--- config.mk ---
export PLATFORM = sky130hd
export DESIGN_NAME = cache_mem_arbiter
export DESIGN_NICKNAME = d
export VERILOG_FILES = /design/src/rtl/cache_mem_arbiter.sv
export SDC_FILE = /design/constraint.sdc
export NUM_CORES = 1
export LEC_CHECK = 0
export ABC_AREA = 1
export CELL_PAD_IN_SITES_DETAIL_PLACEMENT = 0
export CELL_PAD_IN_SITES_GLOBAL_PLACEMENT = 2
export CORE_MARGIN = 3
export CORE_UTILIZATION = 27
export CTS_BUF_LIST = sky130_fd_sc_hd__clkbuf_4 sky130_fd_sc_hd__clkbuf_8
export DETAILED_ROUTE_END_ITERATION = 12
export GPL_TIMING_DRIVEN = 0
export HOLD_SLACK_MARGIN = 0.05
export PLACE_DENSITY_LB_ADDON = 0.1
export SLEW_MARGIN = 20
export SYNTH_ARGS = -nofsm -noshare
export SYNTH_HDL_FRONTEND = slang
export SYNTH_SLANG_ARGS = --single-unit
--- constraint.sdc ---
create_clock -name Clk -period 2.25 [get_ports Clk]
set_input_delay 0.675 -clock Clk [delete_from_list [all_inputs] [get_ports Clk]]
set_output_delay 0.675 -clock Clk [all_outputs]
set_load 0.02 [all_outputs]
--- src/rtl/cache_mem_arbiter.sv ---
// -----------------------------------------------------------------------------
// cache_mem_arbiter
//
// Shares one main-memory word port between the I-cache line-fill engine and
// the D-cache fill/write-back engine. A whole line is moved as LINE_WORDS
// word transfers, and each transfer is closed by mem_ack. D has priority.
// After STARVE_LIMIT consecutive D grants made while I is waiting, I is
// granted next.
//
// Ports:
//   Clk, Reset_N            clock, synchronous active-low reset
//   i_req/i_addr            I-side line read request and line address
//   i_rdata/i_done          I-side filled line and one-cycle completion pulse
//   d_req/d_we/d_addr       D-side request (we=1 write-back, we=0 fill)
//   d_wdata                 D-side write-back line
//   d_rdata/d_done          D-side filled line and one-cycle completion pulse
//   mem_readM/mem_writeM    memory strobes, held for the whole line
//   mem_address/mem_wdata   current word address and write word
//   mem_rdata/mem_ack       memory read word and per-word completion
//   busy/owner              arbiter active, current owner (0 = I, 1 = D)
//
// State table:
//   IDLE | sample requests, arbitrate, latch the winning request
//   XFER | move one word per mem_ack, from word 0 to word LINE_WORDS-1
//   DONE | pulse the owner's done for one cycle, then return to IDLE
// -----------------------------------------------------------------------------
module cache_mem_arbiter #(
    parameter int WORD_SIZE    = 16,
    parameter int LINE_WORDS   = 4,
    parameter int STARVE_LIMIT = 2
) (
    input  logic                            Clk,
    input  logic                            Reset_N,
    input  logic                            i_req,
    input  logic [WORD_SIZE-1:0]            i_addr,
    output logic [WORD_SIZE*LINE_WORDS-1:0] i_rdata,
    output logic                            i_done,
    input  logic                            d_req,
    input  logic                            d_we,
    input  logic [WORD_SIZE-1:0]            d_addr,
    input  logic [WORD_SIZE*LINE_WORDS-1:0] d_wdata,
    output logic [WORD_SIZE*LINE_WORDS-1:0] d_rdata,
    output logic                            d_done,
    output logic                            mem_readM,
    output logic                            mem_writeM,
    output logic [WORD_SIZE-1:0]            mem_address,
    output logic [WORD_SIZE-1:0]            mem_wdata,
    input  logic [WORD_SIZE-1:0]            mem_rdata,
    input  logic                            mem_ack,
    output logic                            busy,
    output logic                            owner
);

    localparam int LINE_W = WORD_SIZE * LINE_WORDS;
    localparam int IDX_W  = $clog2(LINE_WORDS);
    localparam int SC_W   = (STARVE_LIMIT < 1) ? 1 : $clog2(STARVE_LIMIT + 1);
    localparam logic [SC_W-1:0]      STARVE_MAX = SC_W'(STARVE_LIMIT);
    localparam logic [IDX_W-1:0]     LAST_IDX   = IDX_W'(LINE_WORDS - 1);
    localparam logic [WORD_SIZE-1:0] LOW_MASK   = WORD_SIZE'(LINE_WORDS - 1);

    typedef enum logic [1:0] {IDLE, XFER, DONE} state_t;

    state_t                state_q;
    logic [IDX_W-1:0]      idx_q;
    logic [SC_W-1:0]       starve_q;
    logic [SC_W-1:0]       starve_d;
    logic                  we_q;
    logic [WORD_SIZE-1:0]  base_q;
    logic [LINE_W-1:0]     wdata_q;
    logic [LINE_W-1:0]     i_rdata_q;
    logic [LINE_W-1:0]     d_rdata_q;
    logic                  i_done_q;
    logic                  d_done_q;
    logic                  mem_read_q;
    logic                  mem_write_q;
    logic [WORD_SIZE-1:0]  mem_address_q;
    logic [WORD_SIZE-1:0]  mem_wdata_q;
    logic                  busy_q;
    logic                  owner_q;

    logic                  i_forced;
    logic                  grant_dc;
    logic                  grant_ic;
    logic                  grant_we;
    logic [WORD_SIZE-1:0]  base_d;
    logic [IDX_W-1:0]      idx_d;

    // I wins over a pending D only once D has used up its consecutive grants.
    assign i_forced = i_req && (starve_q == STARVE_MAX);
    assign grant_dc = d_req && !i_forced;
    assign grant_ic = !grant_dc && i_req;
    assign grant_we = grant_dc && d_we;
    assign base_d   = (grant_dc ? d_addr : i_addr) & ~LOW_MASK;
    assign idx_d    = idx_q + IDX_W'(1);

    always_comb begin
        starve_d = starve_q;
        if (grant_ic)
            starve_d = '0;
        else if (grant_dc && i_req && (starve_q != STARVE_MAX))
            starve_d = starve_q + SC_W'(1);
    end

    always_ff @(posedge Clk) begin
        if (!Reset_N) begin
            state_q       <= IDLE;
            idx_q         <= '0;
            starve_q      <= '0;
            we_q          <= 1'b0;
            base_q        <= '0;
            wdata_q       <= '0;
            i_rdata_q     <= '0;
            d_rdata_q     <= '0;
            i_done_q      <= 1'b0;
            d_done_q      <= 1'b0;
            mem_read_q    <= 1'b0;
            mem_write_q   <= 1'b0;
            mem_address_q <= '0;
            mem_wdata_q   <= '0;
            busy_q        <= 1'b0;
            owner_q       <= 1'b0;
        end else begin
            case (state_q)
                IDLE: begin
                    i_done_q <= 1'b0;
                    d_done_q <= 1'b0;
                    if (grant_dc || grant_ic) begin
                        state_q       <= XFER;
                        busy_q        <= 1'b1;
                        owner_q       <= grant_dc;
                        we_q          <= grant_we;
                        base_q        <= base_d;
                        wdata_q       <= grant_dc ? d_wdata : '0;
                        idx_q         <= '0;
                        starve_q      <= starve_d;
                        mem_address_q <= base_d;
                        mem_wdata_q   <= grant_dc ? d_wdata[WORD_SIZE-1:0] : '0;
                        mem_read_q    <= !grant_we;
                        mem_write_q   <= grant_we;
                    end
                end
                XFER: begin
                    if (mem_ack) begin
                        if (!we_q) begin
                            if (owner_q)
                                d_rdata_q[int'(idx_q)*WORD_SIZE +: WORD_SIZE] <= mem_rdata;
                            else
                                i_rdata_q[int'(idx_q)*WORD_SIZE +: WORD_SIZE] <= mem_rdata;
                        end
                        if (idx_q == LAST_IDX) begin
                            state_q     <= DONE;
                            mem_read_q  <= 1'b0;
                            mem_write_q <= 1'b0;
                            i_done_q    <= !owner_q;
                            d_done_q    <= owner_q;
                        end else begin
                            idx_q         <= idx_d;
                            mem_address_q <= base_q | WORD_SIZE'(idx_d);
                            mem_wdata_q   <= wdata_q[int'(idx_d)*WORD_SIZE +: WORD_SIZE];
                        end
                    end
                end
                DONE: begin
                    state_q  <= IDLE;
                    busy_q   <= 1'b0;
                    i_done_q <= 1'b0;
                    d_done_q <= 1'b0;
                end
                default: begin
                    state_q <= IDLE;
                    busy_q  <= 1'b0;
                end
            endcase
        end
    end

    assign i_rdata     = i_rdata_q;
    assign d_rdata     = d_rdata_q;
    assign i_done      = i_done_q;
    assign d_done      = d_done_q;
    assign mem_readM   = mem_read_q;
    assign mem_writeM  = mem_write_q;
    assign mem_address = mem_address_q;
    assign mem_wdata   = mem_wdata_q;
    assign busy        = busy_q;
    assign owner       = owner_q;

endmodule

==> results.sh <==
export IMPL_core_sq_mm=0.0392
export IMPL_finish_utilization_pct=39.0
export IMPL_port_buffers=277
export IMPL_chipWidth_microns=206
export IMPL_fmax_mhz=459
export IMPL_crit_path_cell_trace="clkdlybuf4s50_1"
export IMPL_pre_cts_slack_ps=-835
export IMPL_hold_fails_final_rpt=0
export IMPL_first_global_vias=11071
export IMPL_critical_path_peak_fanout=2
export IMPL_setup_total_negative_slack_ps=0
export IMPL_dp_hpwl_microns=34400
export IMPL_endpoint_kind="primary output"
export IMPL_num_antenna_cells=0
export IMPL_drv_cap=0
export IMPL_slowest_delay_ps=600
export IMPL_timing_setup_critical_path_class="reg2out"
export IMPL_initial_core_util_pct=27.7
export IMPL_hold_class="reg2reg"
export IMPL_start_of_the_worst_register_to_register_path="idx_q[0]$_SDFFE_PN0P_"
export IMPL_worstMarginPinSlew_ps=759
export IMPL_die_height_microns=206
export IMPL_routedWlPerCell_microns=17.9
export IMPL_remaining_drc_errors=0
export IMPL_worst_setup_path_startpoint="i_rdata[60]$_SDFFE_PN0P_"
export IMPL_most_common_layout_cells="sky130_fd_sc_hd__nand2_1 (516), sky130_fd_sc_hd__dfxtp_1 (248), sky130_fd_sc_hd__nor2_1 (225), sky130_fd_sc_hd__dlygate4sd2_1 (161), sky130_fd_sc_hd__a21oi_1 (145)"
export IMPL_yosysUniqueCellTypes=32
export IMPL_globalplace_congestion=0.809
export IMPL_antenna_left=0
export IMPL_p_comb_share_pct=15.8
export IMPL_share_of_the_yosys_chip_area_belonging_to_registers_pct=46.0
export IMPL_vdd_ir_drop_max_uv=354
export IMPL_yosys_register_bits=249
export IMPL_synthesis_nets=1728
export IMPL_drt_vias_per_instance=4.49
export IMPL_ff2ff_setup_slack_ps=170
export IMPL_final_cells=2485
export IMPL_netlist_instances=1603
export IMPL_critical_path_n_buffers_inverters=1
export IMPL_sequential_cell_area_sq_mm=0.00499
export IMPL_finalWorstSetupSlack_ps=71.9
export IMPL_cp_required_ps=1570
export IMPL_crit_path_start_kind="register"
export IMPL_grt_setup_unrepaired="no"
export IMPL_pwr_share_clk_pct=41.3
export IMPL_power_share_switching_pct=29.3
export IMPL_multi_input_area_sq_mm=0.00509
export IMPL_synth_fa_ha_area_share_pct=0.808
export IMPL_syn_area_cell_sq_um=6.76
export IMPL_yosysWarnings=0
export IMPL_synthXorXnorAreaFrac_pct=0
export IMPL_cts_made_buffers=47
export IMPL_cpLargestDelayFamily="buffers and inverters"
export IMPL_slew_violations=0
export IMPL_antenna_found_initial=2
export IMPL_route_final_wire_length_microns=44400
export IMPL_drt_pre_antenna_iters=5
export IMPL_synthSimpleGateAreaFrac_pct=33.7
export IMPL_boundaryPins=284
export IMPL_layout_min_cycle_time_ps=2180
export IMPL_clock_root_buffer="sky130_fd_sc_hd__clkbuf_8"
export IMPL_synth_top_family_by_area="simple AND/OR/NAND/NOR gates"
export IMPL_die_area_sq_mm=0.0426
export IMPL_total_switching_power_uw=3230
export IMPL_static_leakage_power_uw=0.00736
export IMPL_clock_path_buffers=3
export IMPL_setup_viol=0
export IMPL_final_common_cell="sky130_fd_sc_hd__nand2_1"
export IMPL_grt_start_max_net_pins=13
export IMPL_run_status="finished, final reports clean"
export IMPL_share_of_layout_cells_above_drive_strength_1_pct=10.8
export IMPL_fillerInstances=4371
export IMPL_clock_sink_count=249
export IMPL_row_count=72
export IMPL_htree_num_levels=2
export IMPL_drtIter0Drc=502
export IMPL_vias=11153
export IMPL_clock_skew_ps=30.1
export IMPL_arrival_ps=1500
export IMPL_cts_tree="yes"
export IMPL_pwr_share_seq_pct=42.9
export IMPL_grt_pass1_wl_microns=66500
export IMPL_synthesized_area_fraction_occupied_by_ao_oa_aoi_and_oai_cells_pct=10.9
export IMPL_worstHoldStart="mem_writeM$_SDFFE_PN0P_"
export IMPL_internal_power_uw=7800
export IMPL_final_nets=2056
export IMPL_worst_setup_hold_path_clk_slew_ps=60
export IMPL_clk_insertion_delay_late_ps=610
export IMPL_global_route_usage_total_pct=20.6
export IMPL_dp_cells=2398
export IMPL_finalCritPeriodShare_pct=96.8
export IMPL_area_growth_syn_to_layout_pct=40.9
export IMPL_cts_hold_buffers=0
export IMPL_grt_overflow_total=0
export IMPL_yosys_mux_area_fraction_pct=0
export IMPL_post_syn_area_sq_mm=0.0108
export IMPL_powerDensity_mw_per_mm2=722
export IMPL_critPathSlowestCell="sky130_fd_sc_hd__clkdlybuf4s50_1"
export IMPL_worst_max_slew_margin_expressed_relative_to_the_limit_pct=49.4
sequential cells by signal, summed over array words and instances (netlist names), 2 cells and up:
name,count
d_rdata,64
i_rdata,64
wdata_q,64
mem_wdata,16
mem_address,15
base_q,14
starve_q,2
state_q,2
logic make-up after synthesis:
group	after synthesis
fa+ha+maj	7
compound gates	230
simple gates	896
buf+inv	221
flops	249
final timing paths:
check,to,depth (start not counted)
max,i_rdata[60],1
min,mem_writeM$_SDFFE_PN0P_,2
max reg2reg,i_rdata[40]$_SDFFE_PN0P_,10
min reg2reg,mem_writeM$_SDFFE_PN0P_,2
final cells by class:
class,count,area share [%]
multi-input cells,1133,33.3
flip-flops and latches,249,32.7
repair buffers,281,17.1
clock buffers,75,5.90
well taps,518,4.24
plain buffers,96,3.41
inverters,123,3.06
clock inverters,10,0.369
synth_stat cells:
master	count	area, sq um
sky130_fd_sc_hd__nor3_1	18	90.1
sky130_fd_sc_hd__and2_1	3	18.8
sky130_fd_sc_hd__nor2_1	235	882
sky130_fd_sc_hd__or2_2	15	93.8
sky130_fd_sc_hd__nor2_8	1	20.0
sky130_fd_sc_hd__dfxtp_1	249	4980
sky130_fd_sc_hd__nand4_4	1	21.3
sky130_fd_sc_hd__inv_1	117	439
sky130_fd_sc_hd__a31oi_1	15	93.8
sky130_fd_sc_hd__nand4_1	2	12.5
sky130_fd_sc_hd__buf_2	31	155
sky130_fd_sc_hd__clkbuf_1	45	169
sky130_fd_sc_hd__nand2_4	1	11.3
sky130_fd_sc_hd__nand2_2	2	12.5
sky130_fd_sc_hd__o21bai_1	4	30.0
sky130_fd_sc_hd__nand3b_1	1	7.51
sky130_fd_sc_hd__inv_2	5	18.8
sky130_fd_sc_hd__buf_4	7	52.6
sky130_fd_sc_hd__inv_4	1	6.26
sky130_fd_sc_hd__nand4_2	3	37.5
sky130_fd_sc_hd__nand2_1	519	1950
sky130_fd_sc_hd__clkbuf_2	1	5.00
sky130_fd_sc_hd__nor2_4	3	33.8
sky130_fd_sc_hd__nand3_1	91	455
sky130_fd_sc_hd__buf_1	9	33.8
sky130_fd_sc_hd__o21ai_0	64	320
sky130_fd_sc_hd__o21ai_1	1	5.00
sky130_fd_sc_hd__o211ai_1	1	7.51
sky130_fd_sc_hd__buf_6	5	56.3
sky130_fd_sc_hd__a21oi_1	145	726
sky130_fd_sc_hd__ha_1	7	87.6
sky130_fd_sc_hd__nor2_2	1	6.26
power groups by stage:
stage | Combinational (uW) | Clock [uW] | Sequential (uW)
2_1_floorplan | 834 | 0 | 4930
3_3_place_gp | 1790 | 0 | 4830
3_5_place_dp | 1790 | 0 | 4830
4_1_cts | 1750 | 4740 | 4730
5_1_grt | 1940 | 4920 | 4760
6_report | 1740 | 4560 | 4730
through the flow:
step	area (sq um)	power (uW)	hold WS, ps
CTS	15100	11200	409
global route	15300	11600	455
global placement	14300	6610	449
finish	15300	11000	458
detailed placement	14300	6620	454
floorplan	10800	5770	437
routing by layer:
metal / vias up / track usage, % / part of all wire [%]
met1: 5111 / 28.6 / 47
li1: 5691 / - / -
met3: 72 / 3.20 / 5.0
met5: - / 0 / 0.027
met4: 2 / 5.89 / 2.4
met2: 277 / 33.2 / 45
timing repair:
action,CTS,global route
resized for setup,200,52
pin swaps,1,3
endpoints found under the setup margin,300,141
setup buffers,0,4
cloned,0,0
(Power assumes the default switching activity.)
